File: src/rtl/jk_input_conditioner_if.sv
// Button bus between the board pins and the JK flip-flop stage:
// raw buttons in, debounced level and edge pulses out.
interface jk_input_conditioner_if #(
    parameter int N_CH = 2
);
    logic [N_CH-1:0] btn_raw;
    logic [N_CH-1:0] btn_level;
    logic [N_CH-1:0] btn_rise;
    logic [N_CH-1:0] btn_fall;

    modport master (output btn_raw, input btn_level, input btn_rise, input btn_fall);
    modport slave  (input btn_raw, output btn_level, output btn_rise, output btn_fall);
endinterface

File: src/rtl/jk_input_conditioner.sv
// Per-channel 2-FF synchroniser plus debounce FSM producing a clean level and rise/fall pulses.
// Define JK_INPUT_ACTIVE_LOW_EN for board keys that read 0 when pressed.
module jk_input_conditioner #(
    parameter int N_CH            = 2,
    parameter int DEBOUNCE_CYCLES = 500000
) (
    input  logic                  clk,
    input  logic                  clc,
    jk_input_conditioner_if.slave bus
);
    localparam int CNT_W = $clog2(DEBOUNCE_CYCLES + 1);
    localparam logic [CNT_W-1:0] CNT_LAST = CNT_W'(DEBOUNCE_CYCLES - 1);
    localparam logic [CNT_W-1:0] CNT_ONE  = CNT_W'(1);
    localparam bit SINGLE = (DEBOUNCE_CYCLES == 1);

    typedef enum logic [1:0] {STABLE_LO, WAIT_HI, STABLE_HI, WAIT_LO} state_e;

    logic [N_CH-1:0] in_n;
    logic [N_CH-1:0] s1_q;
    logic [N_CH-1:0] s2_q;

`ifdef JK_INPUT_ACTIVE_LOW_EN
    assign in_n = ~bus.btn_raw;
`else
    assign in_n = bus.btn_raw;
`endif

    always_ff @(posedge clk) begin
        if (clc) begin
            s1_q <= '0;
            s2_q <= '0;
        end else begin
            s1_q <= in_n;
            s2_q <= s1_q;
        end
    end

    for (genvar g = 0; g < N_CH; g++) begin : g_ch
        state_e           state_q, state_d;
        logic [CNT_W-1:0] cnt_q, cnt_d;
        logic             level_q, level_d;
        logic             rise_q, rise_d;
        logic             fall_q, fall_d;

        // Any sample matching the current level drops the count back to zero.
        always_comb begin
            state_d = state_q;
            cnt_d   = cnt_q;
            level_d = level_q;
            rise_d  = 1'b0;
            fall_d  = 1'b0;
            unique case (state_q)
                STABLE_LO: begin
                    if (!s2_q[g]) begin
                        cnt_d = '0;
                    end else if (SINGLE) begin
                        state_d = STABLE_HI;
                        level_d = 1'b1;
                        rise_d  = 1'b1;
                        cnt_d   = '0;
                    end else begin
                        state_d = WAIT_HI;
                        cnt_d   = CNT_ONE;
                    end
                end
                WAIT_HI: begin
                    if (!s2_q[g]) begin
                        state_d = STABLE_LO;
                        cnt_d   = '0;
                    end else if (cnt_q == CNT_LAST) begin
                        state_d = STABLE_HI;
                        level_d = 1'b1;
                        rise_d  = 1'b1;
                        cnt_d   = '0;
                    end else begin
                        cnt_d = cnt_q + 1'b1;
                    end
                end
                STABLE_HI: begin
                    if (s2_q[g]) begin
                        cnt_d = '0;
                    end else if (SINGLE) begin
                        state_d = STABLE_LO;
                        level_d = 1'b0;
                        fall_d  = 1'b1;
                        cnt_d   = '0;
                    end else begin
                        state_d = WAIT_LO;
                        cnt_d   = CNT_ONE;
                    end
                end
                WAIT_LO: begin
                    if (s2_q[g]) begin
                        state_d = STABLE_HI;
                        cnt_d   = '0;
                    end else if (cnt_q == CNT_LAST) begin
                        state_d = STABLE_LO;
                        level_d = 1'b0;
                        fall_d  = 1'b1;
                        cnt_d   = '0;
                    end else begin
                        cnt_d = cnt_q + 1'b1;
                    end
                end
                default: begin
                    state_d = STABLE_LO;
                    cnt_d   = '0;
                    level_d = 1'b0;
                end
            endcase
        end

        always_ff @(posedge clk) begin
            if (clc) begin
                state_q <= STABLE_LO;
                cnt_q   <= '0;
                level_q <= 1'b0;
                rise_q  <= 1'b0;
                fall_q  <= 1'b0;
            end else begin
                state_q <= state_d;
                cnt_q   <= cnt_d;
                level_q <= level_d;
                rise_q  <= rise_d;
                fall_q  <= fall_d;
            end
        end

        assign bus.btn_level[g] = level_q;
        assign bus.btn_rise[g]  = rise_q;
        assign bus.btn_fall[g]  = fall_q;
    end
endmodule
File: src/flat_wrapper.sv
// flat-port wrapper written by rule: the top's interface ports become plain ports
module jk_input_conditioner_flat 
#(
    parameter int N_CH            = 2,
    parameter int DEBOUNCE_CYCLES = 500000
)
  (clk, clc, bus_btn_raw, bus_btn_level, bus_btn_rise, bus_btn_fall);
  jk_input_conditioner_if #(.N_CH(N_CH)) bus_i ();
  input  logic clk;
  input  logic clc;
  input wire logic [$bits(bus_i.btn_raw)-1:0] bus_btn_raw;
  output wire logic [$bits(bus_i.btn_level)-1:0] bus_btn_level;
  output wire logic [$bits(bus_i.btn_rise)-1:0] bus_btn_rise;
  output wire logic [$bits(bus_i.btn_fall)-1:0] bus_btn_fall;
  assign bus_i.btn_raw = bus_btn_raw;
  assign bus_btn_level = bus_i.btn_level;
  assign bus_btn_rise = bus_i.btn_rise;
  assign bus_btn_fall = bus_i.btn_fall;
  jk_input_conditioner #(.N_CH(N_CH), .DEBOUNCE_CYCLES(DEBOUNCE_CYCLES)) u_core (.clk(clk), .clc(clc), .bus(bus_i));
endmodule
File: config.mk
export PLATFORM = sky130hd
export DESIGN_NAME = jk_input_conditioner_flat
export DESIGN_NICKNAME = d
export VERILOG_FILES = /design/src/rtl/jk_input_conditioner_if.sv /design/src/rtl/jk_input_conditioner.sv /design/src/flat_wrapper.sv
export SDC_FILE = /design/constraint.sdc
export NUM_CORES = 1
export LEC_CHECK = 0
export CAP_MARGIN = 10
export CORE_MARGIN = 4
export CORE_UTILIZATION = 49
export DETAILED_ROUTE_END_ITERATION = 10
export PLACE_DENSITY = 0.69
export SYNTH_ARGS = -nofsm -noshare
export SYNTH_HDL_FRONTEND = slang
export SYNTH_SLANG_ARGS = --single-unit
File: constraint.sdc
create_clock -name clk -period 5 [get_ports clk]
set_input_delay 0.5 -clock clk [delete_from_list [all_inputs] [get_ports clk]]
set_output_delay 0.5 -clock clk [all_outputs]
set_load 0.05 [all_outputs]
# Word-level counts from Yosys, hierarchy flattened
# Cells that the tools add are included.
[op_classes] bitwise=6 muxes=38 n_addsub=2 reduce_logical=12 n_eq_ne=24
[op_table] op="one-hot mux 19 bit (4 select lines)" count=2
[op_table] op="two-way mux 19 bit" count=6
[op_table] op="adder 19 x 1 -> 19 bit, second input constant" count=2
[op_table] op="equality test 19 bit, second input constant" count=2
[op_table] op="two-way mux 2 bit" count=12
[op_table] op="inequality test 2 x 1 -> 1 bit, second input constant" count=8
[op_table] op="one-hot mux 2 bit (4 select lines)" count=2
[op_table] op="two-way mux 1 bit" count=14
[op_table] op="OR reduction 3 bit" count=4
[op_table] op="AND reduction 5 bit" count=2
[op_table] op="equality test 2 bit, second input constant" count=4
[op_table] op="inequality test 2 bit, second input constant" count=4
[op_table] op="AND reduction 4 bit" count=2
[op_table] op="inequality test 3 x 1 -> 1 bit, second input constant" count=2
[op_table] op="inequality test 3 bit, second input constant" count=2
[op_table] op="inverter 1 bit" count=6
[op_table] op="equality test 2 x 1 -> 1 bit, second input constant" count=2
[op_table] op="zero test 2 bit" count=2
[op_table] op="one-hot mux 1 bit (2 select lines)" count=2
[op_table] op="nonzero test 2 bit" count=2
[totals] inputBits=4 register_bits=52

# Depth between registers and ports, before layout
[logic_depth] ltp_word=4 depth_mapped=8 ltp_nobuf=5

# Least setup slack after synthesis
# OpenSTA, ideal clock, no wires.
[synth_path] path_type="reg-to-reg" from="reg u_core.g_ch[0].cnt_q[7]" to="reg u_core.g_ch[0].level_q" setup_slack_ns=3.089 stages_incl_launch_ff=5 synth_period_minus_slack_ns=1.911 arrival_time_ns=1.836 t_required_ns=4.925 cell_sequence="dfxtp_1 or4b_4 or4_4 or3_1 a31oi_1"
[synth_between] elab_chain_cells=3 word_cells_on_any_way=4 classes_between="eq/ne: 3; reduce/logical: 1"
[synth_rtl] item="start: declaration" line_no="jk_input_conditioner.sv:40" rtl="logic [CNT_W-1:0] cnt_q, cnt_d;"
[synth_rtl] item="start signal: assignment" line_no="jk_input_conditioner.sv:122" rtl="cnt_q <= cnt_d;"
[synth_rtl] item="equality test 19 bit (*)" line_no="jk_input_conditioner.sv:70, jk_input_conditioner.sv:96"
[synth_rtl] item="inequality test 2 x 1 -> 1 bit (no source line)"
[synth_rtl] item="AND reduction 5 bit (no source line) (*)"
[synth_rtl] item="end signal: assignment" line_no="jk_input_conditioner.sv:123" rtl="level_q <= level_d;"
[synth_rtl] item="end: declaration" line_no="jk_input_conditioner.sv:41" rtl="logic level_q, level_d;"
# Mark *: on every way between the ends. The rest lies on a longest branch, timed or not.
# A chain may end at the register's enable or synchronous reset.

# Worst setup path after layout
[layout_path] from="reg u_core.g_ch[0].cnt_q[7]" to="reg u_core.g_ch[0].cnt_q[10]"
[layout_between] elab_chain_cells=4 word_cells_on_any_way=6 classes_between="add/sub: 1; eq/ne: 1; mux: 4"
[layout_rtl] item="adder 19 x 1 -> 19 bit or equality test 19 bit (tied branches)"
[layout_rtl] item="two-way mux 19 bit (*)" line_no="jk_input_conditioner.sv:70, jk_input_conditioner.sv:96"
[layout_rtl] item="two-way mux 19 bit (on tied branches)" line_no="jk_input_conditioner.sv:93, jk_input_conditioner.sv:67"
[layout_rtl] item="one-hot mux 19 bit (4 select lines) (*)" line_no="jk_input_conditioner.sv:52" rtl="unique case (state_q)"
# Marks and branches as above.

==> results.md <==
- Vias per cell: 5.58
- CTS buffer count: 5
- Drt drc: 0
- Total number of vias: 1776
- Hold Crit Start: u_core.s1_q[0]
- H-tree Lvls: 2
- Post-route ant nets: 0
- Grt ovf: 0
- Worst Slack Setup Final: 2.82 ns
- Vias in the first global route: 1586
- Fin crit period: 2.18 ns
- Cell with the most instances after synthesis: dfxtp_1
- CTS tree: done
- Async SR Flop Fraction: 0%
- Fmax achieved: 0.459 GHz
- Post-synth cell types: 39
- Largest net degree at the start of global routing: 19
- I/O pins: 10
- Hold_ws: ~0.46 ns
- PD cells: 275 nW/um^2
- Startpoint class of the critical path: register
- First-pass GRT wire length: 6990 um
- Static leakage: 0.715 nW
- Total GRT Usage: approximately 14%
- CP max FO: 18
- Fin. max-slew vios: 0
- R2R Setup Slk: 2.82 ns
- EDFF count, synth: 0
- CTS sink count: 52
- Worst-case reg-to-reg path depth: 4
- Status: complete, no violations
- Initial antenna violation count: 0
- Root buffer cell: clkbuf_8
- Hold Buf Count CTS: 0
- Setup_tns: 0 ns
- TritonRoute pass-1 iters: 5
- CP required: 5.18 ns
- Most used DFF post-synth: dfxtp_1
- Worst reg2reg startpoint: u_core.g_ch[0].cnt_q[7]
- Top post-synthesis cells by area: dfxtp_1 45%, nand4_1 5.4%, xnor2_1 4.9%, xor2_1 4.9%, nor2_1 4.7%
- Place WS: ~2.7 ns
- Post-DP Area: 2390 um^2
- Net Count, Synth: 269
- Total power: 0.682 mW
- Setup crit start: u_core.g_ch[0].cnt_q[7]
- Fin. Hold Viols: 0
- MaxCap Viol Count: 0
- Top cells by count, synth: 52 x dfxtp_1, 29 x nor2_1, 20 x nand4_1, 16 x nand3_1
- # setup viols final: 0
- Area leader, netlist: dfxtp_1
- Slew headroom: 49.9%
- IO Port Bufs: 9
- Critical R2R Capture: u_core.g_ch[0].cnt_q[10]
- Tcrit/Tclk final: 43.5%
- Die area: 5880 um^2
- Post-CTS setup buffer count: 0
- Synth Warn #: 0
- Grt met3 use: 4.10%
- Antenna Cells: 0
- Routed len/inst: 12.7 um
- Cts repair resizes: 0
- Hold Crit Class: register to register
- Max Clock Skew: 0.00962 ns
- Post-Synthesis Cells: 263
- Clock Latency Late Sink: 0.31 ns
- Core area: 4440 um^2
- Initial detailed-routing violation count: 82
- Worst-path cell chain: or4b_4 > nor4_2 > a211o_1 > nor2_1
- Tightest Pin Transition: 0.750 ns
- Seq/Total Area, Yosys: 45.1%
- Post-DP HPWL: 2810 um
- Critical path's largest stage delay: 0.57 ns
- Row Count: 24
- WP data arrival: between 2 and 2.5 ns
- Routed Wire Length: 4040 um
- Peak supply drop: about 0.00016 V
- Critical Path Sink: u_core.g_ch[0].cnt_q[10]
- Global-route met2 utilization: 21.8%
- Synthesized area per cell: 8.78 um^2
- Most used routing layer: met2
- Final GP Congestion: 0.818
- Synth top area share: 45.1%
- Fin area: 2480 um^2
- Critical path type: register to register
- Clk pin slew, worst setup/hold paths: about 0.10 ns
- Net count, final: 272
- RSZ-0062 raised after global routing: no
- Met1 usage in global routing: 19.3%
- Critical-path top delay cell: a211o_1
- Starting Density: 52.0%
- Synth Cell Area: 2310 um^2
- Synth-to-Final Area Change: 7.48%
- Clock tree buffer depth: 2
- Share of cells above drive strength 1: approximately 6.4%
- Die width: ~77 um
- Synthesized flop and latch total: 52
- CP endpoint kind: register
- Chip Height: 76.7 um
[layout make-up]
type                       instances  area [um^2]
sequential                        52         1040
fill                             417         1960
clock inverter                     1         8.76
multi-input combinational        187         1150
clock buffer                       6         82.6
tap                               52         65.1
inverter                          11         41.3
timing repair buffer               9         90.1
[state kept, by name (all words and copies together), names as in the netlist, named ones only]
signal / flops
u_core.g_ch.state_q: 2
u_core.s1_q: 2
u_core.s2_q: 2
u_core.g_ch.rise_q: 2
u_core.g_ch.fall_q: 2
u_core.g_ch.cnt_q: 38
u_core.g_ch.level_q: 2
[layer usage]
metal | wire length [um] | share of wire, %
met1 | 2100 | 52
met2 | 1720 | 43
met3 | 167 | 4.1
met4 | 53 | 1.3
met5 | 0 | 0
[metrics by stage]
stage	util (%)	std cells
after floorplan	-	263
after global placement	53.8	311
after detailed placement	53.8	311
after CTS	55.9	318
after global routing	55.9	318
final	55.9	318
[critical path: cells and delay by family (launching register included)]
family,cells,cell delay [ns]
compound gates,1,0.57
flops,1,0.39
simple gates,3,1.09
[cell families after synthesis]
group / synth area share, %
compound gates: 9.26
xor+xnor: 9.86
fa+ha+maj: 1.08
buf+inv: 4.98
flops: 45.1
simple gates: 29.7
[cells in the final DEF (no fill, tap or decap)]
master           count
a211o_1              1
a21boi_0             1
a21o_1               3
a21oi_1             12
a31o_2               3
a31oi_1              3
and2_1               4
and3_1               1
and3_2               1
and4_1               3
and4_2               1
clkbuf_8             6
clkdlybuf4s50_1      9
clkinv_4             1
dfxtp_1             52
ha_1                 2
inv_1               11
nand2_1             11
nand2b_1             4
nand3_1             16
nand4_1             20
nand4bb_1            1
nor2_1              29
nor2b_1              4
nor3_1               8
nor4_1               8
nor4_2               1
nor4b_1              1
o211ai_2             1
o21ai_0              9
o21ai_1              1
o31ai_1              1
or2_2                1
or3_1                6
or4_1                2
or4_4                1
or4b_4               1
xnor2_1             13
xor2_1              13
[power breakdown]
part / switching [mW] / internal, mW
Combinational: 0.0103 / 0.00765
Sequential: 0.00299 / 0.418
Clock: 0.133 / 0.111
Total: 0.146 / 0.536
[worst min-delay path by stage]
| stage | end | slack (ns) | depth (start not counted) |
|---|---|---|---|
| finish | u_core.s2_q[0] | 0.46 | 1 |
| global route | u_core.s2_q[0] | 0.48 | 1 |
| CTS | u_core.s2_q[0] | 0.46 | 1 |
| detailed placement | u_core.s2_q[0] | 0.44 | 1 |
| global placement | u_core.s2_q[0] | 0.44 | 1 |
| floorplan | u_core.s2_q[0] | 0.41 | 1 |
(Power assumes the default switching activity.)
